`config.mk`:
```
export PLATFORM = sky130hd
export DESIGN_NAME = ctrl_pipe_unit_flat
export DESIGN_NICKNAME = d
export VERILOG_FILES = /design/src/rtl/ctrl_pipe_unit_if.sv /design/src/rtl/ctrl_pipe_unit.sv /design/src/flat_wrapper.sv
export SDC_FILE = /design/constraint.sdc
export NUM_CORES = 1
export LEC_CHECK = 0
export BUFFER_PORTS_ARGS = -buffer_cell sky130_fd_sc_hd__clkbuf_2
export CAP_MARGIN = 20
export CORE_ASPECT_RATIO = 0.75
export CORE_MARGIN = 5
export CORE_UTILIZATION = 40
export DETAILED_ROUTE_END_ITERATION = 7
export PLACE_DENSITY_LB_ADDON = 0.2
export SLEW_MARGIN = 10
export SYNTH_ARGS = -nofsm -noshare
export SYNTH_HDL_FRONTEND = slang
export SYNTH_SLANG_ARGS = --single-unit
```
`constraint.sdc`:
```
create_clock -name clk -period 2.1 [get_ports clk]
set_clock_uncertainty 0.15 [all_clocks]
set_input_delay 0.21 -clock clk [delete_from_list [all_inputs] [get_ports clk]]
set_output_delay 0.21 -clock clk [all_outputs]
set_load 0.01 [all_outputs]
```
`src/rtl/ctrl_pipe_unit_if.sv`:
```
// Control-unit bus: ID-stage instruction fields in, pipelined control out.
// The master drives the ID side; the slave is the control unit.
interface ctrl_pipe_unit_if #(
    parameter int OPW  = 4,
    parameter int RW   = 4,
    parameter int CNTW = 16
);
    logic            id_valid;
    logic [OPW-1:0]  id_opcode;
    logic [RW-1:0]   id_rs;
    logic [RW-1:0]   id_rt;
    logic [RW-1:0]   id_rd;
    logic            ex_zero;
    logic            stall;
    logic            flush;
    logic [3:0]      ex_aluop;
    logic            ex_alusrc;
    logic            ex_regdst;
    logic            ex_branch;
    logic            mem_read;
    logic            mem_write;
    logic            wb_wen;
    logic            wb_memtoreg;
    logic [RW-1:0]   wb_waddr;
    logic [CNTW-1:0] stall_cnt;
    logic [CNTW-1:0] flush_cnt;

    modport master (
        output id_valid, id_opcode, id_rs, id_rt, id_rd, ex_zero,
        input  stall, flush, ex_aluop, ex_alusrc, ex_regdst, ex_branch,
        input  mem_read, mem_write, wb_wen, wb_memtoreg, wb_waddr,
        input  stall_cnt, flush_cnt
    );

    modport slave (
        input  id_valid, id_opcode, id_rs, id_rt, id_rd, ex_zero,
        output stall, flush, ex_aluop, ex_alusrc, ex_regdst, ex_branch,
        output mem_read, mem_write, wb_wen, wb_memtoreg, wb_waddr,
        output stall_cnt, flush_cnt
    );
endinterface

```
`src/rtl/ctrl_pipe_unit.sv`:
```
// Pipelined control unit: ID decode, ID/EX..MEM/WB control registers,
// load-use stall, taken-branch flush and saturating event counters.
module ctrl_pipe_unit #(
    parameter int OPW         = 4,
    parameter int RW          = 4,
    parameter int FLUSH_DEPTH = 1,
    parameter int CNTW        = 16
) (
    input logic           clk,
    input logic           rst_n,
    ctrl_pipe_unit_if.slave bus
);
    typedef struct packed {
        logic [3:0]    aluop;
        logic          alusrc;
        logic          regdst;
        logic          branch;
        logic          mem_read;
        logic          mem_write;
        logic          wen;
        logic          memtoreg;
        logic [RW-1:0] waddr;
    } id_ex_t;

    typedef struct packed {
        logic          mem_read;
        logic          mem_write;
        logic          wen;
        logic          memtoreg;
        logic [RW-1:0] waddr;
    } ex_mem_t;

    typedef struct packed {
        logic          wen;
        logic          memtoreg;
        logic [RW-1:0] waddr;
    } mem_wb_t;

    localparam int SQW = 2;

    localparam id_ex_t IDEX_BUBBLE = '{
        aluop: 4'd0, alusrc: 1'b0, regdst: 1'b0, branch: 1'b0,
        mem_read: 1'b0, mem_write: 1'b0, wen: 1'b0,
        memtoreg: 1'b1, waddr: '0
    };
    localparam ex_mem_t EXMEM_BUBBLE = '{
        mem_read: 1'b0, mem_write: 1'b0, wen: 1'b0,
        memtoreg: 1'b1, waddr: '0
    };
    localparam mem_wb_t MEMWB_BUBBLE = '{
        wen: 1'b0, memtoreg: 1'b1, waddr: '0
    };

    id_ex_t           id_ex;
    id_ex_t           id_ex_d;
    id_ex_t           dec;
    ex_mem_t          ex_mem;
    mem_wb_t          mem_wb;
    logic [SQW-1:0]   squash;
    logic [CNTW-1:0]  stall_cnt;
    logic [CNTW-1:0]  flush_cnt;

    logic [3:0] op4;
    logic       op_ok;
    logic       is_alu;
    logic       is_sh;
    logic       is_lw;
    logic       is_sw;
    logic       is_beq;
    logic       uses_rt;
    logic       haz;
    logic       taken;
    logic       flush;
    logic       stall;

    assign op4    = bus.id_opcode[3:0];
    assign op_ok  = (bus.id_opcode >> 4) == '0;
    assign is_alu = op_ok & ((op4[3:2] == 2'b00) | (op4[3:1] == 3'b011));
    assign is_sh  = op_ok & (op4[3:1] == 3'b010);
    assign is_lw  = op_ok & (op4 == 4'b1000);
    assign is_sw  = op_ok & (op4 == 4'b1001);
    assign is_beq = op_ok & (op4 == 4'b1010);

    always_comb begin
        dec     = IDEX_BUBBLE;
        uses_rt = 1'b0;
        unique case (1'b1)
            is_alu: begin
                dec.aluop = op4;
                dec.wen   = 1'b1;
                dec.waddr = bus.id_rd;
                uses_rt   = 1'b1;
            end
            is_sh: begin
                dec.aluop  = op4;
                dec.wen    = 1'b1;
                dec.alusrc = 1'b1;
                dec.waddr  = bus.id_rd;
            end
            is_lw: begin
                dec.wen      = 1'b1;
                dec.alusrc   = 1'b1;
                dec.mem_read = 1'b1;
                dec.memtoreg = 1'b0;
                dec.waddr    = bus.id_rt;
            end
            is_sw: begin
                dec.alusrc    = 1'b1;
                dec.mem_write = 1'b1;
                dec.regdst    = 1'b1;
                uses_rt       = 1'b1;
            end
            is_beq: begin
                dec.branch = 1'b1;
                dec.regdst = 1'b1;
                uses_rt    = 1'b1;
            end
            default: ;
        endcase
        // r0 is hardwired; never let a write to it reach the regfile
        if (dec.waddr == '0) dec.wen = 1'b0;
    end

    always_comb begin
        haz = bus.id_valid & id_ex.mem_read & (id_ex.waddr != '0) &
              ((id_ex.waddr == bus.id_rs) |
               ((id_ex.waddr == bus.id_rt) & uses_rt));
        taken = id_ex.branch & bus.ex_zero;
        flush = taken | (squash != '0);
        stall = haz & ~flush;
        id_ex_d = dec;
        if (!bus.id_valid || haz || flush) id_ex_d = IDEX_BUBBLE;
    end

    always_ff @(posedge clk or negedge rst_n) begin
        if (!rst_n) begin
            id_ex  <= IDEX_BUBBLE;
            ex_mem <= EXMEM_BUBBLE;
            mem_wb <= MEMWB_BUBBLE;
        end else begin
            id_ex  <= id_ex_d;
            ex_mem <= '{
                mem_read:  id_ex.mem_read,
                mem_write: id_ex.mem_write,
                wen:       id_ex.wen,
                memtoreg:  id_ex.memtoreg,
                waddr:     id_ex.waddr
            };
            mem_wb <= '{
                wen:      ex_mem.wen,
                memtoreg: ex_mem.memtoreg,
                waddr:    ex_mem.waddr
            };
        end
    end

    always_ff @(posedge clk or negedge rst_n) begin
        if (!rst_n) begin
            squash <= '0;
        end else if (taken) begin
            squash <= SQW'(FLUSH_DEPTH - 1);
        end else if (squash != '0) begin
            squash <= squash - 1'b1;
        end
    end

    always_ff @(posedge clk or negedge rst_n) begin
        if (!rst_n) begin
            stall_cnt <= '0;
            flush_cnt <= '0;
        end else begin
            if (stall && stall_cnt != '1)
                stall_cnt <= stall_cnt + CNTW'(1);
            if (taken && flush_cnt != '1)
                flush_cnt <= flush_cnt + CNTW'(1);
        end
    end

    assign bus.stall       = stall;
    assign bus.flush       = flush;
    assign bus.ex_aluop    = id_ex.aluop;
    assign bus.ex_alusrc   = id_ex.alusrc;
    assign bus.ex_regdst   = id_ex.regdst;
    assign bus.ex_branch   = id_ex.branch;
    assign bus.mem_read    = ex_mem.mem_read;
    assign bus.mem_write   = ex_mem.mem_write;
    assign bus.wb_wen      = mem_wb.wen;
    assign bus.wb_memtoreg = mem_wb.memtoreg;
    assign bus.wb_waddr    = mem_wb.waddr;
    assign bus.stall_cnt   = stall_cnt;
    assign bus.flush_cnt   = flush_cnt;
endmodule

```
`src/flat_wrapper.sv`:
```
// flat-port wrapper written by rule: the top's interface ports become plain ports
module ctrl_pipe_unit_flat 
#(
    parameter int OPW         = 4,
    parameter int RW          = 4,
    parameter int FLUSH_DEPTH = 1,
    parameter int CNTW        = 16
)
  (clk, rst_n, bus_id_valid, bus_id_opcode, bus_id_rs, bus_id_rt, bus_id_rd, bus_ex_zero, bus_stall, bus_flush, bus_ex_aluop, bus_ex_alusrc, bus_ex_regdst, bus_ex_branch, bus_mem_read, bus_mem_write, bus_wb_wen, bus_wb_memtoreg, bus_wb_waddr, bus_stall_cnt, bus_flush_cnt);
  ctrl_pipe_unit_if #(.OPW(OPW), .RW(RW), .CNTW(CNTW)) bus_i ();
  input logic clk;
  input logic rst_n;
  input wire logic [$bits(bus_i.id_valid)-1:0] bus_id_valid;
  input wire logic [$bits(bus_i.id_opcode)-1:0] bus_id_opcode;
  input wire logic [$bits(bus_i.id_rs)-1:0] bus_id_rs;
  input wire logic [$bits(bus_i.id_rt)-1:0] bus_id_rt;
  input wire logic [$bits(bus_i.id_rd)-1:0] bus_id_rd;
  input wire logic [$bits(bus_i.ex_zero)-1:0] bus_ex_zero;
  output wire logic [$bits(bus_i.stall)-1:0] bus_stall;
  output wire logic [$bits(bus_i.flush)-1:0] bus_flush;
  output wire logic [$bits(bus_i.ex_aluop)-1:0] bus_ex_aluop;
  output wire logic [$bits(bus_i.ex_alusrc)-1:0] bus_ex_alusrc;
  output wire logic [$bits(bus_i.ex_regdst)-1:0] bus_ex_regdst;
  output wire logic [$bits(bus_i.ex_branch)-1:0] bus_ex_branch;
  output wire logic [$bits(bus_i.mem_read)-1:0] bus_mem_read;
  output wire logic [$bits(bus_i.mem_write)-1:0] bus_mem_write;
  output wire logic [$bits(bus_i.wb_wen)-1:0] bus_wb_wen;
  output wire logic [$bits(bus_i.wb_memtoreg)-1:0] bus_wb_memtoreg;
  output wire logic [$bits(bus_i.wb_waddr)-1:0] bus_wb_waddr;
  output wire logic [$bits(bus_i.stall_cnt)-1:0] bus_stall_cnt;
  output wire logic [$bits(bus_i.flush_cnt)-1:0] bus_flush_cnt;
  assign bus_i.id_valid = bus_id_valid;
  assign bus_i.id_opcode = bus_id_opcode;
  assign bus_i.id_rs = bus_id_rs;
  assign bus_i.id_rt = bus_id_rt;
  assign bus_i.id_rd = bus_id_rd;
  assign bus_i.ex_zero = bus_ex_zero;
  assign bus_stall = bus_i.stall;
  assign bus_flush = bus_i.flush;
  assign bus_ex_aluop = bus_i.ex_aluop;
  assign bus_ex_alusrc = bus_i.ex_alusrc;
  assign bus_ex_regdst = bus_i.ex_regdst;
  assign bus_ex_branch = bus_i.ex_branch;
  assign bus_mem_read = bus_i.mem_read;
  assign bus_mem_write = bus_i.mem_write;
  assign bus_wb_wen = bus_i.wb_wen;
  assign bus_wb_memtoreg = bus_i.wb_memtoreg;
  assign bus_wb_waddr = bus_i.wb_waddr;
  assign bus_stall_cnt = bus_i.stall_cnt;
  assign bus_flush_cnt = bus_i.flush_cnt;
  ctrl_pipe_unit #(.OPW(OPW), .RW(RW), .FLUSH_DEPTH(FLUSH_DEPTH), .CNTW(CNTW)) u_core (.clk(clk), .rst_n(rst_n), .bus(bus_i));
endmodule
```
==> metrics, run 1 <==
Setup crit start kind=flip-flop; Num CTS Buffers=9; core box area=6897 um2; routability congestion estimate=0.8123; io pins=69; Die Y=83.20 um; CTS clk-pin slew, worst paths=70 ps; multi-input gate area in the final layout=1440 um2; root buffer cell=clkbuf_8; ANT nets after route=0; synth cell count leaders=60 x dfrtp_1, 27 x xor2_1, 20 x nand2_1, 13 x nand3_1, 12 x nor2_1; dpl ws=25.36 ps; max cap viols=0; pin count of the biggest net entering global routing=64; Initial Util=41.44%; Post-synth EDFFs=0; die width=107.6 um; Final Total Pwr=0.002516 W; final setup fails=13; final instance area=4163 um2; Total GRT Usage=15.99%; Placed Cells=439; CP Capture Type=primary output; power density cells=604.4 nW/um2; critical path arrival=1810 ps; DRC Markers=0; DR iter-0 viols=111; CTS Buffer Depth=2; clock latency on the worst-skew pair=340 ps; number of clock sinks=63; Primary FF master, synth=dfrtp_1; failing checks=setup timing; Mapped Cells=247; leakage power=2.079 nW; antenna diode count=0; #FFs+latches synth=63; syn_area_per_cell=11.57 um2; HP Start=bus_id_rt[0]; post-synthesis sequential area ratio=55.30%; site row count=26; Hold Vio Cnt, Final=0; Post-Place Cell Area=3553 um2; Syn. warnings=0; RSZ-0062 raised after global routing=yes; Non-Filler Instances=472; most common cell in the netlist=dfrtp_1; VDD IR-drop max=0.3506 mV; fill cell count=614; post-synth top area share=52.54%; crit path time final=2166 ps; CTS tree=built; Final Util=60.36%; Total Routed Length=7231 um; Hold Path Class=in -> reg; Setup crit start=u_core.id_ex[0]$_DFF_PN0_; nets@finish=392; total number of vias=2,306; Net Count, Synth=270; Fmax=0.4617 GHz; Buffers on Ports=68; Final Max Tran Viols=0; Mapped Area=2858 um2; vias in the first global route=2,340; leading area contributor after synthesis=dfrtp_1; WL/cell=15.32 um; via/cell ratio=4.886; Post-synth ARST share=100.0%; Syn-to-layout area delta=45.67%; first-pass GRT wire length=11,500 um; Worst Slack Setup Final=-65.76 ps; DP HPWL=4882 um; H-Tree Depth=3; post-synth cell types=43; share of cells above drive strength 1=45.99%; initial antenna violation count=0; Storage cell area=1583 um2; Period Utilization, post-route=103.1%; crit-path max FO=4; WS Path Type=reg -> out; status=finished, violations left; reg2reg start=u_core.id_ex[0]$_DFF_PN0_; grt ovf=0; largest cells by area after synthesis=dfrtp_1 53%, xor2_1 8.3%, xnor2_1 3.4%; Die ar.=8952 um2; Detailed Routing Iterations Pass 1=4; Req. time, crit path=1740 ps
[placed cells by master (no fill, tap or decap), drive strengths merged, types with 2 or more instances in the layout]
master / n
ha: 3
a21oi: 10
xor2: 27
buf: 42
dfrtp: 60
dfstp: 3
nor3: 10
clkinvlp: 4
and3: 6
nand2: 20
nand4: 9
clkbuf: 76
nor4: 11
nor2: 12
mux2: 3
nor4b: 2
nand3: 13
xnor2: 11
inv: 7
nor3b: 3
nand2b: 7
dlygate4sd3: 10
and4: 5
clkinv: 2
[cells by family (layout without fill, tap and decap cells)]
family                   count (synthesis)  count (layout)  synth area share (%)
flip-flops                              63              63                 55.30
AND/OR/NAND/NOR                        103             103                 21.58
XOR/XNOR                                38              38                 11.65
adder cells (fa/ha/maj)                  3               3                 1.314
other                                    1               1                0.1312
AO/OA/AOI/OAI                           21              21                 5.868
multiplexers                             4               4                 1.532
buffers and inverters                   14             141                 2.627
[metrics by stage]
| step | TNS (ps) | hold WS, ps |
|---|---|---|
| after floorplan | 0 | -235.6 |
| after global placement | 0 | 105.5 |
| after detailed placement | 0 | 106.8 |
| after CTS | -209.0 | 5.443 |
| after global routing | -2486 | 26.65 |
| final | -371.7 | 36.50 |
[worst max-delay path: stages (launching register included)]
cell	delay [ps]
dfrtp_2	440
buf_6	140
xor2_4	150
nor4_4	310
a31oi_4	70
buf_6	150
nor2_4	100
buf_6	110
[final timing paths]
path,to,slack (ps),cells past startpoint
worst max-delay path,bus_stall,-70,7
worst min-delay path,u_core.id_ex[0]$_DFF_PN0_,40,3
worst max register to register,u_core.bus.stall_cnt[12]$_DFFE_PN0P_,-50,8
worst min register to register,u_core.ex_mem[5]$_DFF_PN0_,190,0
max in group asynchronous,u_core.id_ex[4]$_DFF_PN1_,1220,3
min in group asynchronous,u_core.bus.wb_wen$_DFF_PN0_,260,3
[sequential cells by signal (all words and copies together) (netlist names), 2 cells and up]
register and flops:
u_core.id_ex 8, u_core.bus.wb_waddr 4, u_core.bus.flush_cnt 16, u_core.ex_mem 6, u_core.bus.stall_cnt 16, u_core.squash 2
u_core.bus.ex_aluop 4
[per-layer routing]
| metal | GRT usage (%) | part of all wire [%] |
|---|---|---|
| met5 | 0 | 0 |
| met4 | 5.161 | 1.1 |
| met3 | 5.194 | 5.9 |
| met2 | 23.53 | 46 |
| met1 | 22.21 | 47 |
[repair_timing]
item                       4_1_cts  5_1_grt
gates resized for setup          9       48
buffers inserted                 2        4
hold endpoints to repair        68        0
pin swaps                        4       18
gates cloned                     0        1
hold buffers                    10        0
setup endpoints to repair        1       27
[report_power, final]
group / total, W / switching (W) / leakage (nW) / internal (W)
clock: 0.000920 / 0.000494 / 0.0776 / 0.000426
sequential: 0.00127 / 0.0000195 / 0.839 / 0.00125
combinational: 0.000325 / 0.000177 / 1.16 / 0.000148
[cell type report]
class                           count  share of cell area (%)
Clock buffer                        9                   2.976
Clock inverter                      7                   1.172
Inverter                            6                  0.5410
Multi-Input combinational cell    170                   34.60
Sequential cell                    63                   38.02
Tap cell                           98                   2.946
Timing Repair Buffer              119                   19.75
Note: power is estimated with default switching activity, not from simulation.
==> inputs of run 2 (changes only) <==
==> constraint.sdc (replaced) <==
create_clock -name clk -period 2.6 [get_ports clk]
set_clock_uncertainty 0.15 [all_clocks]
set_input_delay 0.26 -clock clk [delete_from_list [all_inputs] [get_ports clk]]
set_output_delay 0.26 -clock clk [all_outputs]
set_load 0.01 [all_outputs]
==> metrics, run 2 (synthesized netlist as in run 1, its figures left out) <==
total number of vias=2,105 (was 2,306); most common cell after layout, fill and taps aside=clkbuf_2 (unchanged); Fmax=0.4298 GHz; Detailed Routing Iterations Pass 1=5 (was 4); WS Path Type=reg -> out (unchanged); die width=107.6 um (unchanged); Buffers on Ports=68 (unchanged); core box area=6897 um2 (unchanged); DR iter-0 viols=118 (was 111); share of cells above drive strength 1=31.52% (was 45.99%); Initial Util=41.44% (unchanged); Hold Path Depth=3 (unchanged); multi-input gate area in the final layout=1202 um2 (was 1440 um2); Req. time, crit path=2190 ps (was 1740 ps); Syn-to-layout area delta=23.82% (was 45.67%); fill cell count=641 (was 614); Final Max Tran Viols=0 (unchanged); crit-path max FO=17 (was 4); CP Capture Type=primary output (unchanged); first-pass GRT wire length=10,490 um (was 11,500 um); commonest non-fill, non-tap cells in the layout=68 x clkbuf_2, 60 x dfrtp_1, 27 x xor2_1 (was 66 x clkbuf_2, 58 x dfrtp_1, 34 x buf_4); leakage power=1.786 nW (was 2.079 nW); WL/cell=14.29 um (was 15.32 um); initial antenna violation count=0 (unchanged); final setup fails=0 (was 13); CTS Buffer Depth=2 (unchanged); CTS tree=built (unchanged); crit path time final=2327 ps; clock latency on the worst-skew pair=340 ps (about the same); power density cells=578.1 nW/um2 (was 604.4 nW/um2); pin slew with the least headroom to its limit=692.6 ps; Hold Vio Cnt, Final=0 (unchanged); Total GRT Usage=14.97% (was 15.99%); VDD IR-drop max=0.2106 mV (was 0.3506 mV); Setup crit start kind=flip-flop (unchanged); setup TNS=0 ps (was -371.7 ps); via/cell ratio=4.918 (was 4.886); number of clock sinks=63 (unchanged); antenna diode count=0 (unchanged); Top Registers=u_core.bus.flush_cnt x16, u_core.bus.stall_cnt x16, u_core.id_ex x8 (unchanged); status=completed (was finished, violations left); pin count of the biggest net entering global routing=38 (was 64); Hold Path Class=in -> reg (unchanged); nets@finish=348 (was 392); relative slew slack=52.63%; Num CTS Buffers=9 (unchanged); Final Total Pwr=0.002045 W (was 0.002516 W); routability congestion estimate=0.8684 (was 0.8123); Storage cell area=1580 um2 (was 1583 um2); critical path arrival=1920 ps (was 1810 ps); ANT nets after route=0 (unchanged); root buffer cell=clkbuf_8 (unchanged); RSZ-0062 raised after global routing=no (was yes); site row count=26 (unchanged); max cap viols=0 (unchanged); Total Routed Length=6118 um (was 7231 um); Period Utilization, post-route=89.49%; DP HPWL=4505 um (was 4882 um); Die ar.=8952 um2 (unchanged); DRC Markers=0 (unchanged); H-Tree Depth=3 (unchanged); vias in the first global route=2,108 (was 2,340); Die Y=83.20 um (unchanged); grt ovf=0 (unchanged); io pins=69 (unchanged); CTS clk-pin slew, worst paths=70 ps (about the same); FF-to-FF path depth=5 (was 8)
-- run 2: cell count changes in the layout (fill, tap and decap cells not counted), sizes merged --
cell | before | now
buf | 42 | 4
bufinv | 0 | 1
clkbuf | 76 | 78
clkinv | 2 | 3
clkinvlp | 4 | 2
dlygate4sd3 | 10 | 3
inv | 7 | 6
-- run 2: layout make-up --
class	instances	area share, %
sequential	63	44.66
multi-input combinational	170	33.98
timing repair buffer	75	11.67
clock buffer	10	3.890
tap	98	3.465
clock inverter	6	1.697
inverter	6	0.6365
-- run 2: power breakdown --
group / switching, W / total, W / internal [W]
clock network: 0.000386 / 0.000849 / 0.000463
logic: 0.0000936 / 0.000157 / 0.0000632
registers: 0.0000302 / 0.00104 / 0.00101
-- run 2: metal layers --
| metal | wire length (um) | track usage, % | part of all wire, % |
|---|---|---|---|
| met5 | 0 | 0 | 0 |
| met2 | 2650 | 20.49 | 43 |
| met3 | 397 | 5.194 | 6.5 |
| met4 | 86 | 6.422 | 1.4 |
| met1 | 2983 | 21.26 | 49 |
-- run 2: critical path: stages (launching register included) --
cell      delay [ps]
dfrtp_1          440
xor2_1           210
nor4_4           320
a31oi_4          270
nor2_1           180
clkbuf_2         150
-- run 2: worst paths after layout --
kind,startpoint,endpoint,slack (ps)
min in group asynchronous,rst_n,u_core.bus.ex_aluop[3]$_DFF_PN0_,340
min,bus_id_rd[3],u_core.id_ex[3]$_DFF_PN0_,20
min reg2reg,u_core.ex_mem[4]$_DFF_PN1_,u_core.bus.wb_memtoreg$_DFF_PN1_,190
max in group asynchronous,rst_n,u_core.ex_mem[4]$_DFF_PN1_,1250
max reg2reg,u_core.id_ex[2]$_DFF_PN0_,u_core.bus.stall_cnt[11]$_DFFE_PN0P_,320
max,u_core.id_ex[2]$_DFF_PN0_,bus_stall,270
-- run 2: metrics by stage --
step	util (%)	instance area, um2	hold slack [ps]	instances	worst slack, ps
finish	51.31	3538	23.91	428	273.4
floorplan	-	2858	-185.6	247	400.9
detailed placement	48.00	3311	186.3	409	347.0
global route	51.31	3538	21.04	428	102.4
CTS	51.31	3538	0.8072	428	228.1
global placement	48.00	3311	184.6	409	381.2
-- run 2: what timing repair did --
| item | CTS | global route |
|---|---|---|
| hold buffers | 3 | 0 |
| hold endpoints to repair | 28 | 0 |
| gates resized for setup | 0 | 0 |
| buffers inserted | 0 | 0 |
==> inputs of run 3 (changes only) <==
--- a/config.mk
+++ b/config.mk
@@ -11,6 +11,7 @@
 export CORE_MARGIN = 5
 export CORE_UTILIZATION = 40
 export DETAILED_ROUTE_END_ITERATION = 7
+export MAX_ROUTING_LAYER = met4
 export PLACE_DENSITY_LB_ADDON = 0.2
 export SLEW_MARGIN = 10
 export SYNTH_ARGS = -nofsm -noshare
==> metrics, run 3 (synthesized netlist as in run 1, its figures left out) <==
Top Registers=u_core.bus.flush_cnt x16, u_core.bus.stall_cnt x16, u_core.id_ex x8 (unchanged); Period Utilization, post-route=89.59% (was 89.49%); Die Y=83.20 um (unchanged); power density cells=579.0 nW/um2 (was 578.1 nW/um2); FF-to-FF path depth=5 (unchanged); post-CTS sizing=0 (unchanged); switching part of the total=25.02% (was 24.91%); internal power=0.001536 W (about the same); Syn-to-layout area delta=23.82% (unchanged); grt ovf=0 (unchanged); DRC Markers=0 (unchanged); Min-Delay Endpoint=u_core.id_ex[3]$_DFF_PN0_ (unchanged); setup TNS=0 ps (unchanged); combinational share of power=7.6% (was 7.7%); Initial Util=41.44% (unchanged); Hold Path Class=in -> reg (unchanged); Total GRT Usage=15.46% (was 14.97%); via/cell ratio=4.951 (was 4.918); reg2reg start=u_core.id_ex[2]$_DFF_PN0_ (unchanged); fill cell count=641 (unchanged); CP Capture Type=primary output (unchanged); share of cells above drive strength 1=31.52% (unchanged); CP top delay family=simple AND/OR/NAND/NOR gates (unchanged); commonest non-fill, non-tap cells in the layout=68 x clkbuf_2, 60 x dfrtp_1, 27 x xor2_1 (unchanged); number of clock sinks=63 (unchanged); Detailed Routing Iterations Pass 1=4 (was 5); CTS Buffer Depth=2 (unchanged); site row count=26 (unchanged); sequential power share=50.8% (about the same); Num CTS Buffers=9 (unchanged); DR iter-0 viols=140 (was 118); CP peak stage delay=440 ps (about the same); total number of vias=2,119 (was 2,105); root buffer cell=clkbuf_8 (unchanged); most common cell after layout, fill and taps aside=clkbuf_2 (unchanged); setup slack, reg-to-reg=300 ps (was 320 ps); CP Cell Sequence=xor2_1, nor4_4, a31oi_4, nor2_1, clkbuf_2 (unchanged); CTS clk-pin slew, worst paths=70 ps (about the same); die width=107.6 um (unchanged); crit-path max FO=17 (unchanged); status=completed (unchanged); routability congestion estimate=0.8825 (was 0.8684); Clk pwr share=41.6% (was 41.5%); Fmax=0.4293 GHz (was 0.4298 GHz); critical path arrival=1920 ps (about the same); multi-input gate area in the final layout=1202 um2 (unchanged); final instance area=3538 um2 (unchanged); relative slew slack=52.54% (was 52.63%); initial antenna violation count=0 (unchanged); slowest CP cell=dfrtp_1 (unchanged); Final Max Tran Viols=0 (unchanged); RSZ-0062 raised after global routing=no (unchanged); Req. time, crit path=2190 ps (about the same); WS Path Type=reg -> out (unchanged); Buffers on Ports=68 (unchanged); Total Routed Length=6121 um (was 6118 um); VDD IR-drop max=0.2115 mV (was 0.2106 mV); Final Total Pwr=0.002049 W (was 0.002045 W); # Post-CTS Setup Buffers=0 (unchanged); sum of buffers and inverters on the critical path=1 (unchanged); Setup crit start kind=flip-flop (unchanged); Hold Vio Cnt, Final=0 (unchanged); pin count of the biggest net entering global routing=38 (unchanged); CTS tree=built (unchanged); DP HPWL=4505 um (unchanged); ANT nets after route=0 (unchanged); first-pass GRT wire length=10,520 um (was 10,490 um); antenna diode count=0 (unchanged); final setup fails=0 (unchanged); max cap viols=0 (unchanged); leakage power=1.786 nW (unchanged); H-Tree Depth=3 (unchanged); clock latency on the worst-skew pair=340 ps (about the same); Storage cell area=1580 um2 (unchanged); vias in the first global route=2,095 (was 2,108); core box area=6897 um2 (unchanged); R2R Path End=u_core.bus.stall_cnt[11]$_DFFE_PN0P_ (unchanged); HP Start=bus_id_rd[3] (unchanged); pin slew with the least headroom to its limit=693.9 ps (was 692.6 ps); NetSw=0.0005126 W (was 0.0005095 W); crit path time final=2329 ps (was 2327 ps); WL/cell=14.30 um (was 14.29 um); io pins=69 (unchanged); Post-Place Cell Area=3311 um2 (unchanged); nets@finish=348 (unchanged); Hold Path Depth=3 (unchanged); Die ar.=8952 um2 (unchanged)
==> run 3: cell counts in the layout (fill, tap and decap cells not counted) <==
No cell type changed its count.
==> run 3: worst max path at each step <==
stage               slack, ps                    startpoint                                    to  cells past startpoint
floorplan                 400  u_core.squash[0]$_DFFE_PN0P_  u_core.bus.stall_cnt[11]$_DFFE_PN0P_                      6
global placement          380     u_core.id_ex[1]$_DFF_PN0_        u_core.bus.ex_branch$_DFF_PN0_                      6
detailed placement        350     u_core.id_ex[1]$_DFF_PN0_  u_core.bus.stall_cnt[11]$_DFFE_PN0P_                      5
CTS                       230     u_core.id_ex[2]$_DFF_PN0_                             bus_stall                      5
global route              100     u_core.id_ex[2]$_DFF_PN0_                             bus_stall                      5
finish                    270     u_core.id_ex[2]$_DFF_PN0_                             bus_stall                      5
==> run 3: power by group through the flow <==
| stage | logic, W | clock network (W) | registers (W) |
|---|---|---|---|
| after global routing | 0.000175 | 0.000933 | 0.00104 |
| after CTS | 0.000160 | 0.000877 | 0.00104 |
| final | 0.000157 | 0.000852 | 0.00104 |
| after global placement | 0.000156 | 0 | 0.00106 |
| after detailed placement | 0.000156 | 0 | 0.00106 |
| after floorplan | 0.0000717 | 0 | 0.00106 |
==> run 3: layout make-up <==
| class | count | share of cell area [%] |
|---|---|---|
| clock buffers | 10 | 3.890 |
| clock inverters | 6 | 1.697 |
| flip-flops and latches | 63 | 44.66 |
| inverters | 6 | 0.6365 |
| multi-input cells | 170 | 33.98 |
| well taps | 98 | 3.465 |
| repair buffers | 75 | 11.67 |
==> run 3: worst min-delay path, delay by kind of cell <==
kind / cells / cell delay (ps)
AO/OA/AOI/OAI: 1 / 60
buffers and inverters: 1 / 90
AND/OR/NAND/NOR: 1 / 60
==> run 3: per-stage QoR <==
stage               setup slack [ps]  util (%)  hold slack (ps)  std cells
global route                   97.85     51.31            18.42        428
finish                         270.7     51.31            19.59        428
detailed placement             347.0     48.00            186.3        409
floorplan                      400.9         -           -185.6        247
CTS                            228.1     51.31           0.8072        428
global placement               381.2     48.00            184.6        409
==> run 3: timing repair <==
item	4_1_cts	5_1_grt
setup endpoints to repair	0	0
hold endpoints to repair	28	0
hold buffers	3	0
==> run 3: per-layer routing <==
| layer | GRT usage [%] | share of wire, % |
|---|---|---|
| met5 | - | 0 |
| met4 | 6.422 | 1.5 |
| met3 | 5.271 | 6.6 |
| met2 | 20.60 | 43 |
| met1 | 21.31 | 49 |
